--- config.mk ---
export PLATFORM = sky130hd
export DESIGN_NAME = ad7606_conv_ctrl
export DESIGN_NICKNAME = d
export VERILOG_FILES = /design/src/rtl/ad7606_conv_ctrl.sv
export SDC_FILE = /design/constraint.sdc
export NUM_CORES = 1
export LEC_CHECK = 0
export ABC_AREA = 1
export BUFFER_PORTS_ARGS = -buffer_cell sky130_fd_sc_hd__buf_4
export CAP_MARGIN = 20
export CORE_MARGIN = 2
export CORE_UTILIZATION = 65
export DETAILED_ROUTE_END_ITERATION = 16
export PLACE_DENSITY = 0.86
export SYNTH_ARGS = -nofsm -noshare
export SYNTH_HDL_FRONTEND = slang
export SYNTH_SLANG_ARGS = --single-unit
--- constraint.sdc ---
create_clock -name clk -period 4.7 [get_ports clk]
set_input_delay 0.47 -clock clk [delete_from_list [all_inputs] [get_ports clk]]
set_output_delay 0.47 -clock clk [all_outputs]
set_load 0.005 [all_outputs]
--- src/rtl/ad7606_conv_ctrl.sv ---
// AD7606 conversion sequencer: drives CONVST/RESET/OS, paces samples at a
// programmable period and hands finished conversions to the SPI reader.
module ad7606_conv_ctrl #(
    parameter int unsigned CONVST_LOW_CYC = 4,
    parameter int unsigned RESET_CYC      = 8,
    parameter int unsigned BUSY_TIMEOUT   = 1000,
    parameter int unsigned DEFAULT_PERIOD = 5000,
    parameter int unsigned MIN_PERIOD     = 64
) (
    input  logic        clk,
    input  logic        rst,
    input  logic [15:0] cmd_data,
    input  logic        cmd_valid,
    input  logic        busy,
    output logic        rd_start,
    input  logic        rd_done,
    input  logic        fifo_afull,
    output logic        convst,
    output logic        ad_reset,
    output logic [2:0]  os,
    output logic        running,
    output logic        overrun_err,
    output logic        timeout_err
);

    localparam int unsigned CNT_W = $clog2(BUSY_TIMEOUT + RESET_CYC + CONVST_LOW_CYC + 1);
    localparam logic [CNT_W-1:0] RST_LAST  = CNT_W'(RESET_CYC);
    localparam logic [CNT_W-1:0] CONV_LAST = CNT_W'(CONVST_LOW_CYC - 1);
    localparam logic [CNT_W-1:0] TO_LAST   = CNT_W'(BUSY_TIMEOUT - 1);
    localparam logic [CNT_W-1:0] CNT_ONE   = CNT_W'(1);
    localparam logic [15:0]      MIN_PER   = 16'(MIN_PERIOD);
    localparam logic [15:0]      DEF_PER   = 16'(DEFAULT_PERIOD);

    typedef enum logic [2:0] {
        RST_AD,
        IDLE,
        CONV,
        WAIT_HI,
        WAIT_LO,
        READ,
        WAIT_PER
    } state_t;

    state_t           state;
    logic [CNT_W-1:0] st_cnt;
    logic [15:0]      period;
    logic [15:0]      per_cnt;
    logic             one_shot;
    logic             tick_late;

    logic [3:0]  opcode;
    logic [11:0] arg;
    logic [15:0] arg_period;
    logic        cmd_start, cmd_stop, cmd_os, cmd_period, cmd_shot, cmd_abort, cmd_clear;
    logic        in_conversion;
    logic        timed_out;

    always_comb begin
        opcode     = cmd_data[15:12];
        arg        = cmd_data[11:0];
        cmd_start  = cmd_valid && (opcode == 4'h1);
        cmd_stop   = cmd_valid && (opcode == 4'h2);
        cmd_os     = cmd_valid && (opcode == 4'h3);
        cmd_period = cmd_valid && (opcode == 4'h4);
        cmd_shot   = cmd_valid && (opcode == 4'h5);
        cmd_abort  = cmd_valid && (opcode == 4'h6);
        cmd_clear  = cmd_valid && (opcode == 4'h7);
        arg_period = {arg, 4'b0000};
        if (arg_period < MIN_PER) begin
            arg_period = MIN_PER;
        end
        in_conversion = state inside {CONV, WAIT_HI, WAIT_LO, READ};
        timed_out     = (st_cnt == TO_LAST);
    end

    always_ff @(posedge clk) begin
        if (rst) begin
            state       <= RST_AD;
            st_cnt      <= '0;
            period      <= DEF_PER;
            per_cnt     <= '0;
            one_shot    <= 1'b0;
            tick_late   <= 1'b0;
            convst      <= 1'b1;
            ad_reset    <= 1'b0;
            os          <= '0;
            rd_start    <= 1'b0;
            running     <= 1'b0;
            overrun_err <= 1'b0;
            timeout_err <= 1'b0;
        end else begin
            rd_start <= 1'b0;
            st_cnt   <= st_cnt + CNT_ONE;
            if (per_cnt != '0) begin
                per_cnt <= per_cnt - 16'd1;
            end
            if (cmd_period) begin
                period <= arg_period;
            end
            if (cmd_start) begin
                running <= 1'b1;
            end
            if (cmd_stop) begin
                running <= 1'b0;
            end
            // Clear comes first so a same-cycle error below keeps its flag set.
            if (cmd_clear) begin
                overrun_err <= 1'b0;
                timeout_err <= 1'b0;
            end

            if (cmd_abort) begin
                state    <= RST_AD;
                st_cnt   <= CNT_ONE;
                ad_reset <= 1'b1;
                convst   <= 1'b1;
                running  <= 1'b0;
                one_shot <= 1'b0;
            end else begin
                // Tick expired mid-conversion: flag once, next CONV fires on return to WAIT_PER.
                if (running && !one_shot && in_conversion && per_cnt == '0 && !tick_late) begin
                    overrun_err <= 1'b1;
                    tick_late   <= 1'b1;
                end
                case (state)
                    RST_AD: begin
                        if (st_cnt == RST_LAST) begin
                            ad_reset <= 1'b0;
                            state    <= IDLE;
                            st_cnt   <= '0;
                        end else begin
                            ad_reset <= 1'b1;
                        end
                    end
                    IDLE: begin
                        if (cmd_os) begin
                            os <= arg[2:0];
                        end
                        if (cmd_start || running) begin
                            state     <= CONV;
                            st_cnt    <= '0;
                            convst    <= 1'b0;
                            per_cnt   <= period - 16'd1;
                            tick_late <= 1'b0;
                        end else if (cmd_shot) begin
                            state     <= CONV;
                            st_cnt    <= '0;
                            convst    <= 1'b0;
                            per_cnt   <= period - 16'd1;
                            tick_late <= 1'b0;
                            one_shot  <= 1'b1;
                        end
                    end
                    CONV: begin
                        if (st_cnt == CONV_LAST) begin
                            convst <= 1'b1;
                            state  <= WAIT_HI;
                            st_cnt <= '0;
                        end
                    end
                    WAIT_HI: begin
                        if (busy) begin
                            state  <= WAIT_LO;
                            st_cnt <= '0;
                        end else if (timed_out) begin
                            timeout_err <= 1'b1;
                            running     <= 1'b0;
                            one_shot    <= 1'b0;
                            state       <= IDLE;
                            st_cnt      <= '0;
                        end
                    end
                    WAIT_LO: begin
                        if (!busy) begin
                            state    <= READ;
                            st_cnt   <= '0;
                            rd_start <= 1'b1;
                        end else if (timed_out) begin
                            timeout_err <= 1'b1;
                            running     <= 1'b0;
                            one_shot    <= 1'b0;
                            state       <= IDLE;
                            st_cnt      <= '0;
                        end
                    end
                    READ: begin
                        if (rd_done) begin
                            state    <= (running && !one_shot) ? WAIT_PER : IDLE;
                            st_cnt   <= '0;
                            one_shot <= 1'b0;
                        end else if (timed_out) begin
                            timeout_err <= 1'b1;
                            running     <= 1'b0;
                            one_shot    <= 1'b0;
                            state       <= IDLE;
                            st_cnt      <= '0;
                        end
                    end
                    WAIT_PER: begin
                        if (!running || cmd_stop) begin
                            state  <= IDLE;
                            st_cnt <= '0;
                        end else if (per_cnt == '0) begin
                            if (fifo_afull) begin
                                overrun_err <= 1'b1;
                                per_cnt     <= period - 16'd1;
                            end else begin
                                state     <= CONV;
                                st_cnt    <= '0;
                                convst    <= 1'b0;
                                per_cnt   <= period - 16'd1;
                                tick_late <= 1'b0;
                            end
                        end
                    end
                    default: begin
                        state  <= IDLE;
                        st_cnt <= '0;
                    end
                endcase
            end
        end
    end

endmodule

# Yosys cells after proc, flatten, opt, wreduce, memory -nomap -nowiden
# Cells that the tools add are included.
# totals
elab_cells	157
out_inout_bits	9
input_bits	22
ff_bits	56
# op_classes
n_reduce_logical	29
muxes	80
n_eq_ne	28
order_cmp	1
n_bitwise	2
addsub	3
# ops
cell	n
$mux W16	7
$mux W10	11
$pmux W10 S7	1
$mux W1	42
$mux W3	12
$pmux W16 S2	1
$sub A16 B1 Y16 const B	2
$pmux W3 S7	1
$eq A4 B3 Y1 const B	4
$logic_not A16 Y1	1
$lt A16 B7 Y1 const B	1
$ne A2 B2 Y1 const B	8
$reduce_bool A16 Y1	1
$logic_and A1 B1 Y1	11
$add A10 B1 Y10 const B	1
$eq A10 B10 Y1 const B	1
$eq A10 B2 Y1 const B	1
$eq A10 B4 Y1 const B	1
$reduce_and A5 Y1	2
$eq A3 B3 Y1 const B	3
$ne A3 B3 Y1 const B	3
$pmux W1 S3	3
$eq A4 B2 Y1 const B	2
$reduce_bool A4 Y1	2
other kinds (16)	21

# Depth between registers and ports, before layout
# logic_depth
ltp_word	11
ltp_mapped	12
depth_no_buf	12

# Worst setup path after synthesis
# OpenSTA, ideal clock, no wires.
# synth_timing
path_type	register to register
from	register per_cnt[0]
to	register convst
synth_period_minus_slack_ps	1533
path_buffers	0
setup_time_ps	122
slack_ps	3167
arrival_time_ps	1411
t_required_ps	4578
path_stages_with_launch	12
cell_sequence	dfxtp_1 inv_1 ha_1 nand2_2 nor2_4 nand2_2 o21ai_4 nand2_2 inv_1 nand2_1 nand2_1 nand3_1
# synth_via
elab_chain_len	3
# synth_lines
element	line_no	rtl
start, declared	47	logic [15:0] per_cnt;
start signal, assigned	95	per_cnt <= per_cnt - 16'd1;
start signal, assigned	143	per_cnt <= period - 16'd1;
start signal, assigned	149	per_cnt <= period - 16'd1;
$logic_not A16 Y1	203	end else if (per_cnt == '0) begin
$ne A2 B2 Y1 (no source line)	n/a	
$reduce_and A6 Y1 (no source line)	n/a	
end signal, assigned	148	convst <= 1'b0;
end signal, assigned	156	convst <= 1'b1;
end signal, assigned	210	convst <= 1'b0;
end, declared	18	output logic convst,
# Every way passes these cells.
# A chain may end at the register's enable or synchronous reset.

# Worst setup path after layout
# layout_timing
from	input port rst
to	register st_cnt[2]
# layout_via
elab_chain_len	1
# layout_lines
element	line_no	rtl
start, declared	11	input logic rst,
$reduce_or A2 Y1 (no source line)	n/a	
end signal, assigned	93	st_cnt <= st_cnt + CNT_ONE;
end, declared	45	logic [CNT_W-1:0] st_cnt;
# Every way passes these cells.

==> results.md <==
- Outcome: completed
- Post-DP HPWL: roughly 6600 µm
- Sw Ratio: between 40% and 50%
- Setup crit end kind: register
- Port buffer count: 30
- Layout cells sized above 1: 16.18%
- Most used DFF post-synth: dfxtp_1
- Largest net degree at the start of global routing: 32
- DRT iter0 DRCs: 201
- Comb pwr share: 44.1%
- Critical Path RT: 4.96 ns
- Via/cell ratio: around 5.6
- Final std cells w/o fill: around 610
- Final Slew Violations: 0
- Actual slew at the worst max-slew pin: a little over 0.9 ns
- Cell Int Power: 0.0008686 W
- Global-route wire length before repair: 14,030 µm
- Num Clock Sinks: between 50 and 60
- Async S/R FF share, synth: 0%
- Worst Path Max Fanout: 31
- Syn Nets: roughly 540
- Post-DRT Antenna Nets: 0
- Clk_lat worst skew: roughly 0.32 ns
- Ant. Diodes: 0
- Final period utilization: 45.03%
- Worst Hold Class: in -> reg
- TritonCTS clock tree: built
- Remaining Overflow, GRT: 0
- Setup Skew: ~0.016 ns
- Pleak: between 1.5 and 2 nW
- Die area: 0.005938 mm²
- Bufs on Longest Clock Path: 2
- Number of warnings issued by yosys: 0
- WP buf/inv: 2
- Synth Area per Inst: 6.737 µm²
- Drt total wl: around 8400 µm
- Critical path cell sequence: buf_4 -> inv_1 -> nand2_1 -> a31oi_1 -> nand2_2 -> a21oi_2
- I/O pins: 31
- Synthesis-to-finish area growth: 9.845%
- Setup tns final: 0 ns
- Drt wl/cell: between 10 and 15 µm
- DRC Markers: 0
- # Post-CTS Setup Buffers: 0
- Routability congestion estimate: roughly 0.94
- Clock network fraction of design power: 17.8%
- Layout Nets: 570
- Final setup viols: 0
- Die width: approximately 77 µm
- Max rail drop VDD: between 0.2 and 0.3 mV
- Critical Path AT: between 2 and 2.5 ns
- Row count: 26
- Crit path max-delay cell type: inv_1
- DR vias: 3,431
- H-Tree Depth: 2
- Clock-pin slew on the worst setup and hold paths: about 0.11 ns
- Tmin final: around 2.1 ns
- Critical Path Max Stage Delay: approximately 0.68 ns
- Sequential fraction of the synthesis area: a little under a third
- Max cap viols: 0
- EDFF count, synth: 0
- Final Hold Viols: 0
- Critical path class: in -> reg
- Synth Instances: roughly 520
- CTS Buf Count: 5
- Die height: 77.06 µm
- GRT Util Overall: 28.61%
- Post-CTS sizing: 0
- Startpoint Class: primary input
- Starting Density: between 60% and 70%
- Sequential power share: a little under two fifths
- Hold_buf cts: 0
- Vias in the first global route: 3,193
- Mapped cell area: roughly 0.0035 mm²
- Worst R2R Setup Slack: ~2.7 ns
- Core area: 0.005140 mm²
- Filler Cell Count: 467
- Max Freq: 0.4725 GHz
- Placed insts: roughly 610
- Worst path top cell family by delay: buffers and inverters
- Yosys cell types: 44
- RSZ-0062 raised after global routing: false
- Psw: 0.0006521 W
- Initial antenna violation count: 0
- Drt first pass iters: 5
- Clk root buf: clkbuf_8
- Flops & latches, synth: between 50 and 60
- Max-slew headroom: approximately two fifths
- PwrDens: around 400 mW/mm²
==> tightest hold or removal path, stage by stage <==
cell and delay, ns:
buf_4 0.08, nand2_1 0.04, nand3_1 0.06
==> flip-flops by register name, indices dropped and copies added (netlist names) <==
| signal | cells |
|---|---|
| period | 13 |
| convst | 1 |
| tick_late | 1 |
| rd_start | 1 |
| overrun_err | 1 |
| one_shot | 1 |
| ad_reset | 1 |
| per_cnt | 16 |
| state | 3 |
| st_cnt | 10 |
| timeout_err | 1 |
| running | 1 |
| os | 3 |
==> cells by family after synthesis <==
family          count (synthesis)  share of synthesized area (%)
flops                          53                          30.58
simple gates                  290                          40.68
xor+xnor                       21                          5.301
compound gates                 74                          12.91
fa+ha+maj                       5                          1.803
buf+inv                        72                          8.727
==> final timing paths <==
kind	endpoint	start	cells after the start
setup reg to reg	state[2]	st_cnt[0]	8
hold reg to reg	convst	convst	2
setup / recovery	st_cnt[2]	rst	6
hold / removal	period[9]	cmd_data[5]	3
==> synth_stat cells, types with 3 or more instances <==
| library cell | number | area [µm²] |
|---|---|---|
| nand2_2 | 8 | 50.05 |
| xor2_1 | 14 | 122.6 |
| nand2_1 | 108 | 405.4 |
| nor2_4 | 3 | 33.78 |
| o21ai_0 | 30 | 150.1 |
| a31oi_1 | 4 | 25.02 |
| nand4_1 | 13 | 81.33 |
| buf_2 | 4 | 20.02 |
| nand3_1 | 37 | 185.2 |
| nor2_2 | 9 | 56.30 |
| o21ai_1 | 4 | 20.02 |
| nor4_1 | 3 | 18.77 |
| inv_1 | 57 | 214.0 |
| a21oi_1 | 16 | 80.08 |
| or2_2 | 4 | 25.02 |
| dfxtp_1 | 53 | 1061 |
| o21ai_2 | 3 | 26.28 |
| inv_2 | 4 | 15.01 |
| ha_1 | 5 | 62.56 |
| nand3b_1 | 4 | 30.03 |
| xnor2_1 | 7 | 61.31 |
| o211ai_1 | 6 | 45.04 |
| nor3_1 | 11 | 55.05 |
| nand2_4 | 5 | 56.30 |
| nor2_1 | 74 | 277.8 |
==> per-layer routing <==
metal	GRT usage, %	vias to the layer above	share of wire (%)
met4	9.643	0	1.8
met2	48.60	139	46
met5	0	-	0
met1	37.09	1545	45
met3	4.471	17	7.0
li1	-	1730	-
==> final cells by class <==
cell class              instances  area [µm²]  share of cell area (%)
inverters                      63       241.5                   6.336
repair buffers                 30       225.2                   5.909
clock buffers                   5       68.82                   1.806
flip-flops and latches         53        1061                   27.84
clock inverters                 3       21.27                  0.5581
multi-input cells             390        2106                   55.25
well taps                      70       87.58                   2.298
==> power by group through the flow <==
stage	logic, W	clock network, W	registers (W)
detailed placement	0.000650	0	0.000587
global placement	0.000637	0	0.000585
floorplan	0.000513	0	0.000567
CTS	0.000656	0.000270	0.000576
finish	0.000671	0.000271	0.000579
global route	0.000753	0.000282	0.000584
==> cells in the final DEF (no fill, tap or decap), drive strengths merged, types with 3 or more instances in the layout <==
master and count:
a21oi 17, a31oi 4, buf 30, clkbuf 5, dfxtp 53, ha 5, inv 64, nand2 121
nand3 41, nand3b 4, nand4 13, nor2 87, nor3 14, nor4 3, o211ai 6, o21ai 39
or2 4, xnor2 7, xor2 14
==> stage by stage <==
step	setup WS [ns]	instance area [µm²]	utilization (%)	hold slack, ns	total power, W
2_1_floorplan	3.167	3470	-	0.4508	0.001080
3_3_place_gp	2.360	3721	72.40	0.4672	0.001222
3_5_place_dp	2.293	3721	72.40	0.4767	0.001237
4_1_cts	2.616	3811	74.15	0.3724	0.001502
5_1_grt	2.442	3811	74.15	0.3816	0.001620
6_report	2.583	3811	74.15	0.3644	0.001521
Power figures use the tool's default switching activity.
